==> src/rtl/spi_slave_rx.sv <==
// SPI responder: oversamples sclk/cs/mosi in i_clk, receives one word per frame, returns i_tx_data on MISO.
// Optional frame-length checking in END is compiled in with `define SPI_SLAVE_FRAME_ERR_EN.
module spi_slave_rx #(
  parameter int   DATA_WIDTH = 24,
  parameter logic CPOL       = 1'b1,
  parameter logic CPHA       = 1'b0
) (
  input  logic                  i_clk,
  input  logic                  i_fRST,
  input  logic                  sclk,
  input  logic                  cs,
  input  logic                  mosi,
  input  logic [DATA_WIDTH-1:0] i_tx_data,
  output logic [DATA_WIDTH-1:0] o_rx_data,
  output logic                  o_rx_valid,
  output logic                  o_miso,
  output logic                  o_miso_oe,
  output logic                  o_busy,
  output logic                  o_frame_err
);

  localparam int CW = $clog2(DATA_WIDTH + 2);
  localparam logic [CW-1:0] CNT_FULL = CW'(DATA_WIDTH);
  localparam logic [CW-1:0] CNT_LAST = CW'(DATA_WIDTH - 1);
  localparam logic [CW-1:0] CNT_SAT  = CW'(DATA_WIDTH + 1);

  typedef enum logic [1:0] {
    ST_IDLE   = 2'd0,
    ST_ACTIVE = 2'd1,
    ST_END    = 2'd2
  } state_t;

  // bit0/bit1 form the synchroniser, bit2 is the previous synchronised value
  logic [2:0] sclk_sync_q, sclk_sync_d;
  logic [2:0] cs_sync_q, cs_sync_d;
  logic [1:0] mosi_sync_q, mosi_sync_d;

  state_t                state_q, state_d;
  logic [DATA_WIDTH-1:0] tx_shift_q, tx_shift_d;
  logic [DATA_WIDTH-1:0] rx_shift_q, rx_shift_d;
  logic [DATA_WIDTH-1:0] rx_data_q, rx_data_d;
  logic [CW-1:0]         bit_cnt_q, bit_cnt_d;
  logic                  valid_pend_q, valid_pend_d;
  logic                  rx_valid_q, rx_valid_d;
  logic                  miso_q, miso_d;
  logic                  miso_oe_q, miso_oe_d;
  logic                  first_lead_q, first_lead_d;
  logic [1:0]            fill_q, fill_d;
  logic                  armed_q, armed_d;
`ifdef SPI_SLAVE_FRAME_ERR_EN
  logic                  frame_err_q, frame_err_d;
`endif

  logic leading_edge, trailing_edge, sample_edge, shift_edge;
  logic cs_fall, cs_rise, mosi_s;
  logic [DATA_WIDTH-1:0] rx_shifted;

  always_comb begin
    sclk_sync_d = {sclk_sync_q[1:0], sclk};
    cs_sync_d   = {cs_sync_q[1:0], cs};
    mosi_sync_d = {mosi_sync_q[0], mosi};

    leading_edge  = (sclk_sync_q[1] != CPOL) && (sclk_sync_q[2] == CPOL);
    trailing_edge = (sclk_sync_q[1] == CPOL) && (sclk_sync_q[2] != CPOL);
    sample_edge   = CPHA ? trailing_edge : leading_edge;
    shift_edge    = CPHA ? leading_edge : trailing_edge;
    cs_fall       = !cs_sync_q[1] && cs_sync_q[2];
    cs_rise       = cs_sync_q[1] && !cs_sync_q[2];
    mosi_s        = mosi_sync_q[1];
    rx_shifted    = {rx_shift_q[DATA_WIDTH-2:0], mosi_s};
  end

  always_comb begin
    state_d      = state_q;
    tx_shift_d   = tx_shift_q;
    rx_shift_d   = rx_shift_q;
    rx_data_d    = rx_data_q;
    bit_cnt_d    = bit_cnt_q;
    valid_pend_d = 1'b0;
    first_lead_d = first_lead_q;
    rx_valid_d   = valid_pend_q;
    miso_d       = (state_q == ST_ACTIVE) ? tx_shift_q[DATA_WIDTH-1] : 1'b0;
    miso_oe_d    = (state_q == ST_ACTIVE);
    fill_d       = (fill_q == 2'd2) ? fill_q : fill_q + 2'd1;
    // A frame may only start after CS has been seen high with real pin data
    // in the synchroniser, so a CS held low through reset cannot start one.
    armed_d      = armed_q || ((fill_q == 2'd2) && cs_sync_q[1]);
`ifdef SPI_SLAVE_FRAME_ERR_EN
    frame_err_d  = 1'b0;
`endif

    case (state_q)
      ST_IDLE: begin
        if (cs_fall && armed_q) begin
          tx_shift_d   = i_tx_data;
          rx_shift_d   = '0;
          bit_cnt_d    = '0;
          first_lead_d = 1'b1;
          state_d      = ST_ACTIVE;
        end
      end
      ST_ACTIVE: begin
        if (sample_edge) begin
          rx_shift_d = rx_shifted;
          if (bit_cnt_q != CNT_SAT) begin
            bit_cnt_d = bit_cnt_q + 1'b1;
          end
          if (bit_cnt_q == CNT_LAST) begin
            rx_data_d    = rx_shifted;
            valid_pend_d = 1'b1;
          end
        end
        // With CPHA=1 the MSB is presented at CS fall, so the first leading edge must not shift.
        if (shift_edge && !(CPHA && first_lead_q)) begin
          tx_shift_d = {tx_shift_q[DATA_WIDTH-2:0], 1'b0};
        end
        if (leading_edge) begin
          first_lead_d = 1'b0;
        end
        if (cs_rise) begin
          state_d = ST_END;
        end
      end
      ST_END: begin
`ifdef SPI_SLAVE_FRAME_ERR_EN
        frame_err_d = (bit_cnt_q != CNT_FULL);
`endif
        state_d = ST_IDLE;
      end
      default: begin
        state_d = ST_IDLE;
      end
    endcase
  end

  always_ff @(posedge i_clk) begin
    if (i_fRST) begin
      sclk_sync_q  <= {3{CPOL}};
      cs_sync_q    <= 3'b111;
      mosi_sync_q  <= 2'b00;
      state_q      <= ST_IDLE;
      tx_shift_q   <= '0;
      rx_shift_q   <= '0;
      rx_data_q    <= '0;
      bit_cnt_q    <= '0;
      valid_pend_q <= 1'b0;
      rx_valid_q   <= 1'b0;
      miso_q       <= 1'b0;
      miso_oe_q    <= 1'b0;
      first_lead_q <= 1'b0;
      fill_q       <= 2'd0;
      armed_q      <= 1'b0;
`ifdef SPI_SLAVE_FRAME_ERR_EN
      frame_err_q  <= 1'b0;
`endif
    end else begin
      sclk_sync_q  <= sclk_sync_d;
      cs_sync_q    <= cs_sync_d;
      mosi_sync_q  <= mosi_sync_d;
      state_q      <= state_d;
      tx_shift_q   <= tx_shift_d;
      rx_shift_q   <= rx_shift_d;
      rx_data_q    <= rx_data_d;
      bit_cnt_q    <= bit_cnt_d;
      valid_pend_q <= valid_pend_d;
      rx_valid_q   <= rx_valid_d;
      miso_q       <= miso_d;
      miso_oe_q    <= miso_oe_d;
      first_lead_q <= first_lead_d;
      fill_q       <= fill_d;
      armed_q      <= armed_d;
`ifdef SPI_SLAVE_FRAME_ERR_EN
      frame_err_q  <= frame_err_d;
`endif
    end
  end

  assign o_rx_data  = rx_data_q;
  assign o_rx_valid = rx_valid_q;
  assign o_miso     = miso_q;
  assign o_miso_oe  = miso_oe_q;
  assign o_busy     = (state_q != ST_IDLE);
`ifdef SPI_SLAVE_FRAME_ERR_EN
  assign o_frame_err = frame_err_q;
`else
  assign o_frame_err = 1'b0;
`endif

endmodule
==> config.mk <==
export PLATFORM = sky130hd
export DESIGN_NAME = spi_slave_rx
export DESIGN_NICKNAME = d
export VERILOG_FILES = /design/src/rtl/spi_slave_rx.sv
export SDC_FILE = /design/constraint.sdc
export NUM_CORES = 1
export LEC_CHECK = 0
export ABC_AREA = 1
export BUFFER_PORTS_ARGS = -buffer_cell sky130_fd_sc_hd__buf_2
export CAP_MARGIN = 20
export CORE_ASPECT_RATIO = 1.4
export CORE_MARGIN = 2
export CORE_UTILIZATION = 50
export CTS_CLUSTER_DIAMETER = 50
export DETAILED_ROUTE_END_ITERATION = 8
export GPL_TIMING_DRIVEN = 0
export PLACE_DENSITY = 0.81
export REMOVE_ABC_BUFFERS = 1
export SYNTH_ARGS = -nofsm -noshare
export SYNTH_HDL_FRONTEND = slang
export SYNTH_SLANG_ARGS = --single-unit
==> constraint.sdc <==
create_clock -name i_clk -period 1.7 [get_ports i_clk]
set_input_delay 0.255 -clock i_clk [delete_from_list [all_inputs] [get_ports i_clk]]
set_output_delay 0.255 -clock i_clk [all_outputs]
set_load 0.05 [all_outputs]
==> summary.md, run 1 <==
| Metric | Value |
|---|---|
| Detail Route Antenna Nets | 0 |
| Via Count | 3272 |
| #FFs+latches synth | 93 |
| Synth Area per Inst | 7.33 µm² |
| DP HPWL | 4400 µm |
| Clk_lat worst skew | 0.35 ns |
| Final Max Slew Viols | 0 |
| Dominant synthesized flop cell | dfxtp_1 |
| Dpl ws | -1.24 ns |
| Final setup fails | 0 |
| Largest net degree at the start of global routing | 42 |
| Die height | 105 µm |
| Crit path arrival time | 1.86 ns |
| Gp weighted congestion | 0.743 |
| Kind of critical path | register to register |
| RR Startpoint | state_q[0]$_SDFFE_PP0P_ |
| H-tree depth | 3 |
| Initial antenna violation count | 0 |
| Final WL | 7570 µm |
| First-pass GRT wire length | 12800 µm |
| Comb pwr share | 6.7% |
| Headroom to the max-slew limit | 55.9% |
| Full die area | 8060 µm² |
| Top post-synthesis cells by count | 117 x nor2_1, 93 x dfxtp_1, 88 x nand2_1 |
| CTS Buf Count | 9 |
| Hold Vio Cnt, Final | 0 |
| Static leakage | 0.00191 µW |
| Most common cell in the synthesized netlist | nor2_1 |
| Clock root buffer | clkbuf_8 |
| Number of vias per cell | 5.07 |
| Synth warnings | 0 |
| Gr ovfl total | 0 |
| Part of the power in registers | 50.5% |
| Setup TNS | 0 ns |
| Critical Path Sink Type | register |
| Clock slew at reported path FFs | 0.09 ns |
| CTS Sinks | 93 |
| CP Max Fanout | 11 |
| Drt wl/cell | 11.7 µm |
| Worst Tran Pin Value | 0.660 ns |
| Tot GR Track Use | 19.2% |
| Iter 0 DRT Violations | 228 |
| Layout area overhead | 18.4% |
| # DRC | 0 |
| Async SR Flop Fraction | 0% |
| Yosys top cell area share | 50.7% |
| Layout filler cell count | 674 |
| Fin crit period | 1.58 ns |
| Initial Util | 50.9% |
| Largest cells by area after synthesis | dfxtp_1 51%, nor2_1 12%, nand2_1 9.0% |
| FMAX | 633 MHz |
| I/O pins | 58 |
| Max VDD drop | 509 µV |
| Largest area contributor in the netlist | dfxtp_1 |
| Slack of the critical path | 0.121 ns |
| Worst Clk Skew | 0.00919 ns |
| CTS tree | done |
| Footprint of the multi-input gates | 1670 µm² |
| RSZ-0062 raised after global routing | false |
| # rows | 37 |
| Synthesized area | 3670 µm² |
| Vias in the first global route | 2977 |
| Unique cell type count in the Yosys netlist | 23 |
| Diode count | 0 |
| Hold buffer count at CTS | 0 |
| Req. time, crit path | 1.98 ns |
| Port Buffers | 56 |
| Sw Share | 21.6% |
| Status | finished, final reports clean |
| Post-Synthesis Cells | 501 |
| Pwr per Cell Area | 1030 nW/µm² |
| Final period util | 92.9% |
| Core Area | 7220 µm² |
| Router iterations before antenna repair | 4 |
| Switch Pwr | 966 µW |
| Clk buf depth | 2 |
| Min-delay src | cs |
| Pint | 3510 µW |
| Clock network power share | 42.8% |
| Crit path launch type | register |
| # nets final | 577 |
| Share of cells above drive strength 1 | 18.4% |
| EDFF count, synth | 0 |
| Max Cap Viol | 0 |
| Sequential-to-total area share from yosys stat | 50.7% |
| Hold crit path type | input port to register |
| Area occupied by registers | 1860 µm² |
| Die width | 76.4 µm |
| Worst setup path startpoint | state_q[0]$_SDFFE_PP0P_ |
[timing repair]
item	in CTS	in global routing
cloned	2	2
pin swaps	1	4
hold endpoints to repair	0	0
endpoints found under the setup margin	77	54
gates resized for setup	12	8
setup buffers	2	1
[registers in the layout, indices dropped and copies added (netlist names)]
name / flops
mosi_sync_q: 2
fill_q: 2
state_q: 2
o_rx_valid: 1
rx_valid_d: 1
o_miso_oe: 1
sclk_sync_q: 3
o_miso: 1
tx_shift_q: 24
rx_shift_q: 23
o_rx_data: 24
bit_cnt_q: 5
armed_q: 1
cs_sync_q: 3
[worst max-delay path: stages, from the launching register on]
cell,delay [ns]
dfxtp_2,0.37
inv_2,0.08
nor2_4,0.15
buf_4,0.15
buf_4,0.19
nand3b_1,0.18
nand2_2,0.17
nand2_1,0.08
a21oi_1,0.13
[cells in the final DEF, fill, tap and decap left out]
master	n
inv_6	1
nand4_1	1
nand3_1	52
nor2_1	116
nand2_2	3
nor3_4	1
inv_8	1
nor3_1	1
conb_1	1
o21ai_0	27
nand2_8	3
dfxtp_1	91
clkbuf_4	1
inv_2	2
nor2_4	2
buf_4	3
a21oi_1	30
buf_16	1
nand2_4	2
nand2_1	86
nand3b_1	1
inv_1	15
bufinv_16	4
dfxtp_2	2
ha_1	3
nor2_2	2
o21ai_1	24
clkinvlp_2	1
buf_2	55
clkbuf_8	10
or2_2	5
clkinv_4	1
clkinvlp_4	1
[kinds of logic (layout without fill, tap and decap cells)]
family,after synthesis,after routing,share of synthesized area (%)
AO/OA/AOI/OAI,81,81,11.0
flip-flops,93,93,50.7
buffers and inverters,51,96,6.33
adder cells (fa/ha/maj),3,3,1.02
AND/OR/NAND/NOR,272,275,30.8
other,1,1,0.102
[power by group through the flow]
stage | registers [µW] | clock network [µW] | logic (µW)
after floorplan | 2300 | 0 | 186
after global placement | 2310 | 0 | 268
after detailed placement | 2310 | 0 | 284
after CTS | 2260 | 1950 | 297
after global routing | 2270 | 2030 | 344
final | 2260 | 1920 | 300
[path summary, 6_finish.rpt]
check	to	slack (ns)	depth (start not counted)
setup / recovery	bit_cnt_q[2]$_SDFFE_PP0P_	0.12	8
hold / removal	cs_sync_q[0]$_SDFF_PP1_	0.08	2
setup reg to reg	bit_cnt_q[2]$_SDFFE_PP0P_	0.12	8
hold reg to reg	mosi_sync_q[1]$_SDFF_PP0_	0.41	2
[per-layer routing]
| layer | global-route usage, % | wire (µm) | vias up |
|---|---|---|---|
| met4 | 9.35 | 97 | 0 |
| met5 | 0 | 0 | - |
| met2 | 34.8 | 3820 | 83 |
| met3 | 2.48 | 307 | 9 |
| li1 | - | - | 1699 |
| met1 | 22.2 | 3340 | 1481 |
[final cells by class]
cell class	count	area share [%]
Clock buffer	10	3.16
Multi-Input combinational cell	360	38.3
Timing Repair Buffer	60	7.65
Clock inverter	5	3.02
Timing Repair inverter	1	0.115
Tap cell	97	2.79
Inverter	20	2.04
Sequential cell	93	42.9
[metrics by stage]
stage	std cells	cell area, µm²	util, %	hold slack (ns)	total power (µW)
2_1_floorplan	470	3520	-	0.324	2490
3_3_place_gp	623	3920	54.3	0.389	2580
3_5_place_dp	624	3950	54.6	0.396	2590
4_1_cts	643	4290	59.4	0.0737	4500
5_1_grt	646	4350	60.2	0.0879	4640
6_report	646	4350	60.2	0.0845	4480
(Power assumes the default switching activity.)
==> run 2: changes to the inputs <==
--- a/config.mk
+++ b/config.mk
@@ -8,7 +8,6 @@
 export ABC_AREA = 1
 export BUFFER_PORTS_ARGS = -buffer_cell sky130_fd_sc_hd__buf_2
 export CAP_MARGIN = 20
-export CORE_ASPECT_RATIO = 1.4
 export CORE_MARGIN = 2
 export CORE_UTILIZATION = 50
 export CTS_CLUSTER_DIAMETER = 50
==> summary.md, run 2 (same netlist as run 1, synthesis figures left out) <==
| Metric | Value |
|---|---|
| Status | finished, final reports clean |
| Static leakage | 0.00195 µW |
| Number of vias per cell | 5.17 |
| Placed Area | 3950 µm² |
| Clk buf depth | 2 |
| Core Area | 7180 µm² |
| Via Count | 3384 |
| FMAX | 629 MHz |
| Layout filler cell count | 620 |
| Final period util | 93.5% |
| Gr ovfl total | 0 |
| Die height | 89.7 µm |
| Req. time, crit path | 1.96 ns |
| R2R depth | 7 |
| Worst Tran Pin Value | 0.666 ns |
| Max VDD drop | 527 µV |
| CTS Sinks | 93 |
| DP HPWL | 4530 µm |
| Headroom to the max-slew limit | 55.5% |
| Worst setup path startpoint | bit_cnt_q[0]$_SDFFE_PP0P_ |
| Initial antenna violation count | 0 |
| Hold Vio Cnt, Final | 0 |
| Die width | 89.7 µm |
| Fin crit period | 1.59 ns |
| Tot GR Track Use | 19.7% |
| Hold crit path type | input port to register |
| Initial Util | 51.2% |
| Clk_lat worst skew | 0.36 ns |
| Dpl ws | -1.22 ns |
| CP Max Fanout | 6 |
| Max Cap Viol | 0 |
| Setup TNS | 0 ns |
| Hold buffer count at CTS | 0 |
| Area occupied by registers | 1870 µm² |
| Pwr per Cell Area | 1010 nW/µm² |
| CTS Buf Count | 9 |
| RR Startpoint | bit_cnt_q[0]$_SDFFE_PP0P_ |
| # rows | 31 |
| I/O pins | 58 |
| # nets final | 582 |
| Diode count | 0 |
| Footprint of the multi-input gates | 1700 µm² |
| Clock root buffer | clkbuf_8 |
| Internal reg-to-reg setup slack | 0.11 ns |
| First-pass GRT wire length | 13400 µm |
| Layout area overhead | 20.1% |
| Crit path arrival time | 1.85 ns |
| Reg2Reg Capture Point | o_rx_data[19]$_SDFFE_PP0P_ |
| Commonest non-fill, non-tap cell in the layout | nor2_1 |
| Slack of the critical path | 0.110 ns |
| Detail Route Antenna Nets | 0 |
| Router iterations before antenna repair | 5 |
| Critical Path Sink Type | register |
| Final setup fails | 0 |
| Hold Worst Slack | 0.0755 ns |
| Final WL | 8260 µm |
| Worst Clk Skew | 0.00833 ns |
| Largest net degree at the start of global routing | 42 |
| # DRC | 0 |
| Full die area | 8050 µm² |
| Final Max Slew Viols | 0 |
| Iter 0 DRT Violations | 228 |
| CTS tree | done |
| Share of cells above drive strength 1 | 20.2% |
| Vias in the first global route | 3111 |
| Total power | 4470 µW |
| Gp weighted congestion | 0.778 |
| Clock slew at reported path FFs | 0.09 ns |
| Kind of critical path | register to register |
| Port Buffers | 56 |
| RSZ-0062 raised after global routing | false |
| H-tree depth | 3 |
| Most frequent cells in the layout | 114 x nor2_1, 90 x dfxtp_1, 86 x nand2_1 |
| Crit path launch type | register |
| Fin area | 4410 µm² |
| Drt wl/cell | 12.6 µm |
| Crit path to | o_rx_data[19]$_SDFFE_PP0P_ |
## run 2: worst min-delay path by stage
stage | from | to | slack (ns) | cells after the start
final | sclk | sclk_sync_q[0]$_SDFF_PP1_ | 0.08 | 2
after global placement | mosi_sync_q[0]$_SDFF_PP0_ | mosi_sync_q[1]$_SDFF_PP0_ | 0.39 | 2
after CTS | sclk | sclk_sync_q[0]$_SDFF_PP1_ | 0.07 | 2
after floorplan | i_fRST | bit_cnt_q[0]$_SDFFE_PP0P_ | 0.32 | 1
after detailed placement | cs_sync_q[0]$_SDFF_PP1_ | cs_sync_q[1]$_SDFF_PP1_ | 0.39 | 1
after global routing | sclk | sclk_sync_q[0]$_SDFF_PP1_ | 0.07 | 2
## run 2: power breakdown
| part | total [µW] | internal, µW | switching, µW |
|---|---|---|---|
| registers | 2260 | 2230 | 28.7 |
| logic | 311 | 113 | 197 |
| clock network | 1900 | 1130 | 764 |
## run 2: cell type report
cell class | instances | area share [%]
Multi-Input combinational cell | 362 | 38.5
Tap cell | 99 | 2.81
Timing Repair Buffer | 63 | 8.05
Inverter | 20 | 2.18
Sequential cell | 93 | 42.3
Clock buffer | 9 | 2.81
Clock inverter | 7 | 3.29
Timing Repair inverter | 1 | 0.113
## run 2: what timing repair did
item                                    CTS  global route
gates cloned                              2             4
setup buffers                             2             4
endpoints found under the setup margin   77            54
gates resized for setup                  16            13
pin swaps                                 1             4
## run 2: worst max-delay path: stages, from the launching register on
cell,delay (ns)
dfxtp_2,0.38
ha_2,0.21
nand2_1,0.13
nor3_4,0.25
buf_4,0.19
nand2_2,0.11
o21ai_0,0.17
nor2_1,0.05
## run 2: per-stage QoR
stage | cells | util [%]
3_5_place_dp | 626 | 55.0
6_report | 654 | 61.5
3_3_place_gp | 625 | 54.6
2_1_floorplan | 470 | -
5_1_grt | 654 | 61.5
4_1_cts | 646 | 60.2
## run 2: routing by layer
| layer | share of wire [%] | vias to the layer above | global-route usage [%] |
|---|---|---|---|
| met5 | 0 | - | 0 |
| li1 | - | 1706 | - |
| met3 | 5.7 | 14 | 3.02 |
| met1 | 44 | 1545 | 23.9 |
| met2 | 49 | 119 | 35.3 |
| met4 | 1.7 | 0 | 7.69 |
==> run 3: changes to the inputs <==
--- a/config.mk
+++ b/config.mk
@@ -7,13 +7,14 @@
 export LEC_CHECK = 0
 export ABC_AREA = 1
 export BUFFER_PORTS_ARGS = -buffer_cell sky130_fd_sc_hd__buf_2
-export CAP_MARGIN = 20
+export CELL_PAD_IN_SITES_DETAIL_PLACEMENT = 0
+export CELL_PAD_IN_SITES_GLOBAL_PLACEMENT = 2
 export CORE_MARGIN = 2
-export CORE_UTILIZATION = 50
+export CORE_UTILIZATION = 31
 export CTS_CLUSTER_DIAMETER = 50
 export DETAILED_ROUTE_END_ITERATION = 8
 export GPL_TIMING_DRIVEN = 0
-export PLACE_DENSITY = 0.81
+export PLACE_DENSITY = 0.86
 export REMOVE_ABC_BUFFERS = 1
 export SYNTH_ARGS = -nofsm -noshare
 export SYNTH_HDL_FRONTEND = slang
==> summary.md, run 3 (same netlist as run 1, synthesis figures left out) <==
| Metric | Value |
|---|---|
| Gr ovfl total | 0 |
| Final period util | 93.5% |
| FMAX | 629 MHz |
| CTS tree | done |
| Clock root buffer | clkbuf_16 |
| Initial antenna violation count | 0 |
| Router iterations before antenna repair | 6 |
| Full die area | 12700 µm² |
| RR Startpoint | state_q[0]$_SDFFE_PP0P_ |
| Crit path launch type | register |
| R2R depth | 8 |
| Crit path arrival time | 1.79 ns |
| I/O pins | 58 |
| CTS Buf Count | 9 |
| Static leakage | 0.00200 µW |
| Layout filler cell count | 1194 |
| H-tree depth | 3 |
| Req. time, crit path | 1.90 ns |
| RSZ-0062 raised after global routing | false |
| Internal reg-to-reg setup slack | 0.11 ns |
| CP Max Fanout | 11 |
| Reg2Reg Capture Point | bit_cnt_q[0]$_SDFFE_PP0P_ |
| Area occupied by registers | 1870 µm² |
| Final WL | 9060 µm |
| Die height | 113 µm |
| Final Max Slew Viols | 0 |
| Headroom to the max-slew limit | 47.9% |
| Diode count | 0 |
| Clk_lat worst skew | 0.34 ns |
| Failing checks | design-rule violations |
| Final setup fails | 0 |
| Critical Path Sink Type | register |
| CTS Sinks | 93 |
| Layout area overhead | 24.2% |
| Tot GR Track Use | 14.0% |
| Initial Util | 31.9% |
| Slack of the critical path | 0.110 ns |
| Clock slew at reported path FFs | 0.07 ns |
| Crit path to | bit_cnt_q[0]$_SDFFE_PP0P_ |
| Via Count | 3325 |
| Die width | 113 µm |
| # nets final | 588 |
| Kind of critical path | register to register |
| Worst Clk Skew | 0.00445 ns |
| Fin crit period | 1.59 ns |
| Largest net degree at the start of global routing | 42 |
| Footprint of the multi-input gates | 1700 µm² |
| First-pass GRT wire length | 14600 µm |
| Gp weighted congestion | 0.676 |
| Hold crit path type | input port to register |
| DP HPWL | 4740 µm |
| Vias in the first global route | 3065 |
| Worst setup path startpoint | state_q[0]$_SDFFE_PP0P_ |
| Dpl ws | -1.40 ns |
| # DRC | 3 |
| Status | finished with violations |
| Most frequent cells in the layout | 115 x nor2_1, 90 x dfxtp_1, 86 x nand2_1 |
| Max VDD drop | 469 µV |
| Hold Vio Cnt, Final | 0 |
| Commonest non-fill, non-tap cell in the layout | nor2_1 |
| Clk buf depth | 2 |
| Worst Tran Pin Value | 0.780 ns |
| Detail Route Antenna Nets | 0 |
| # rows | 39 |
| Port Buffers | 56 |
| Pwr per Cell Area | 1010 nW/µm² |
| Layout Cells excl Fill | 704 |
| Share of cells above drive strength 1 | 20.7% |
| Hold Worst Slack | 0.0967 ns |
| Core Area | 11500 µm² |
| Iter 0 DRT Violations | 157 |
| Max Cap Viol | 0 |
| Number of vias per cell | 4.72 |
| Placed cell count | 670 |
| Drt wl/cell | 12.9 µm |
-- run 3: changes by cell type in the layout (fill, tap and decap cells not counted), moves of 2 or more --
cell	before	now
clkbuf_8	9	0
nor2_2	4	2
clkinv_2	0	2
bufinv_16	4	1
buf_4	6	10
clkbuf_16	0	9
-- run 3: how the worst min path moves through the flow --
stage                                    startpoint                        end  slack [ns]  depth (start not counted)
after floorplan                              i_fRST  bit_cnt_q[0]$_SDFFE_PP0P_        0.32                          1
after global placement    sclk_sync_q[0]$_SDFF_PP1_  sclk_sync_q[1]$_SDFF_PP1_        0.39                          1
after detailed placement      rx_valid_d$_SDFF_PP0_      o_rx_valid$_SDFF_PP0_        0.40                          2
after CTS                                        cs    cs_sync_q[0]$_SDFF_PP1_        0.09                          2
after global routing                             cs    cs_sync_q[0]$_SDFF_PP1_        0.09                          2
final                                            cs    cs_sync_q[0]$_SDFF_PP1_         0.1                          2
-- run 3: per-layer routing --
| layer | up-vias | wire length (µm) | GRT usage (%) | share of wire (%) |
|---|---|---|---|---|
| met3 | 10 | 389 | 3.48 | 4.3 |
| met1 | 1523 | 4380 | 17.9 | 48 |
| met4 | 0 | 107 | 4.47 | 1.2 |
| met2 | 67 | 4190 | 23.5 | 46 |
| met5 | - | 0 | 0 | 0 |
| li1 | 1725 | - | - | - |
-- run 3: final cells by class --
cell class	instances	area share [%]
Multi-Input combinational cell	362	37.3
Sequential cell	93	40.9
Timing Repair Buffer	69	9.13
Clock buffer	9	4.94
Tap cell	143	3.92
Clock inverter	7	1.62
Timing Repair inverter	1	0.110
Inverter	20	2.06
-- run 3: through the flow --
| stage | TNS (ns) | power, µW | area, µm² | utilization, % |
|---|---|---|---|---|
| after floorplan | -23.34 | 2490 | 3520 | - |
| after global placement | -85.74 | 2590 | 3980 | 34.5 |
| after detailed placement | -89.86 | 2600 | 4000 | 34.8 |
| after CTS | -0.519 | 4670 | 4410 | 38.3 |
| after global routing | 0 | 4790 | 4560 | 39.6 |
| final | 0 | 4610 | 4560 | 39.6 |
-- run 3: where the power goes --
part | internal [µW] | switching [µW]
Combinational | 121 | 208
Sequential | 2230 | 25.7
Clock | 1150 | 878
-- run 3: critical path, stage by stage (launching register included) --
cell and delay [ns]:
dfxtp_2 0.38, inv_2 0.09, nor2_4 0.19, buf_4 0.16, buf_6 0.16, nand3b_1 0.15
buf_4 0.17, nand3_1 0.08, a21oi_1 0.07
-- run 3: what timing repair did --
item	in CTS	in global routing
buffers inserted	2	10
cloned	4	2
hold buffers	0	0
pin swaps	4	7
endpoints found under the hold margin	0	0
gates resized for setup	14	13
setup endpoints to repair	79	61
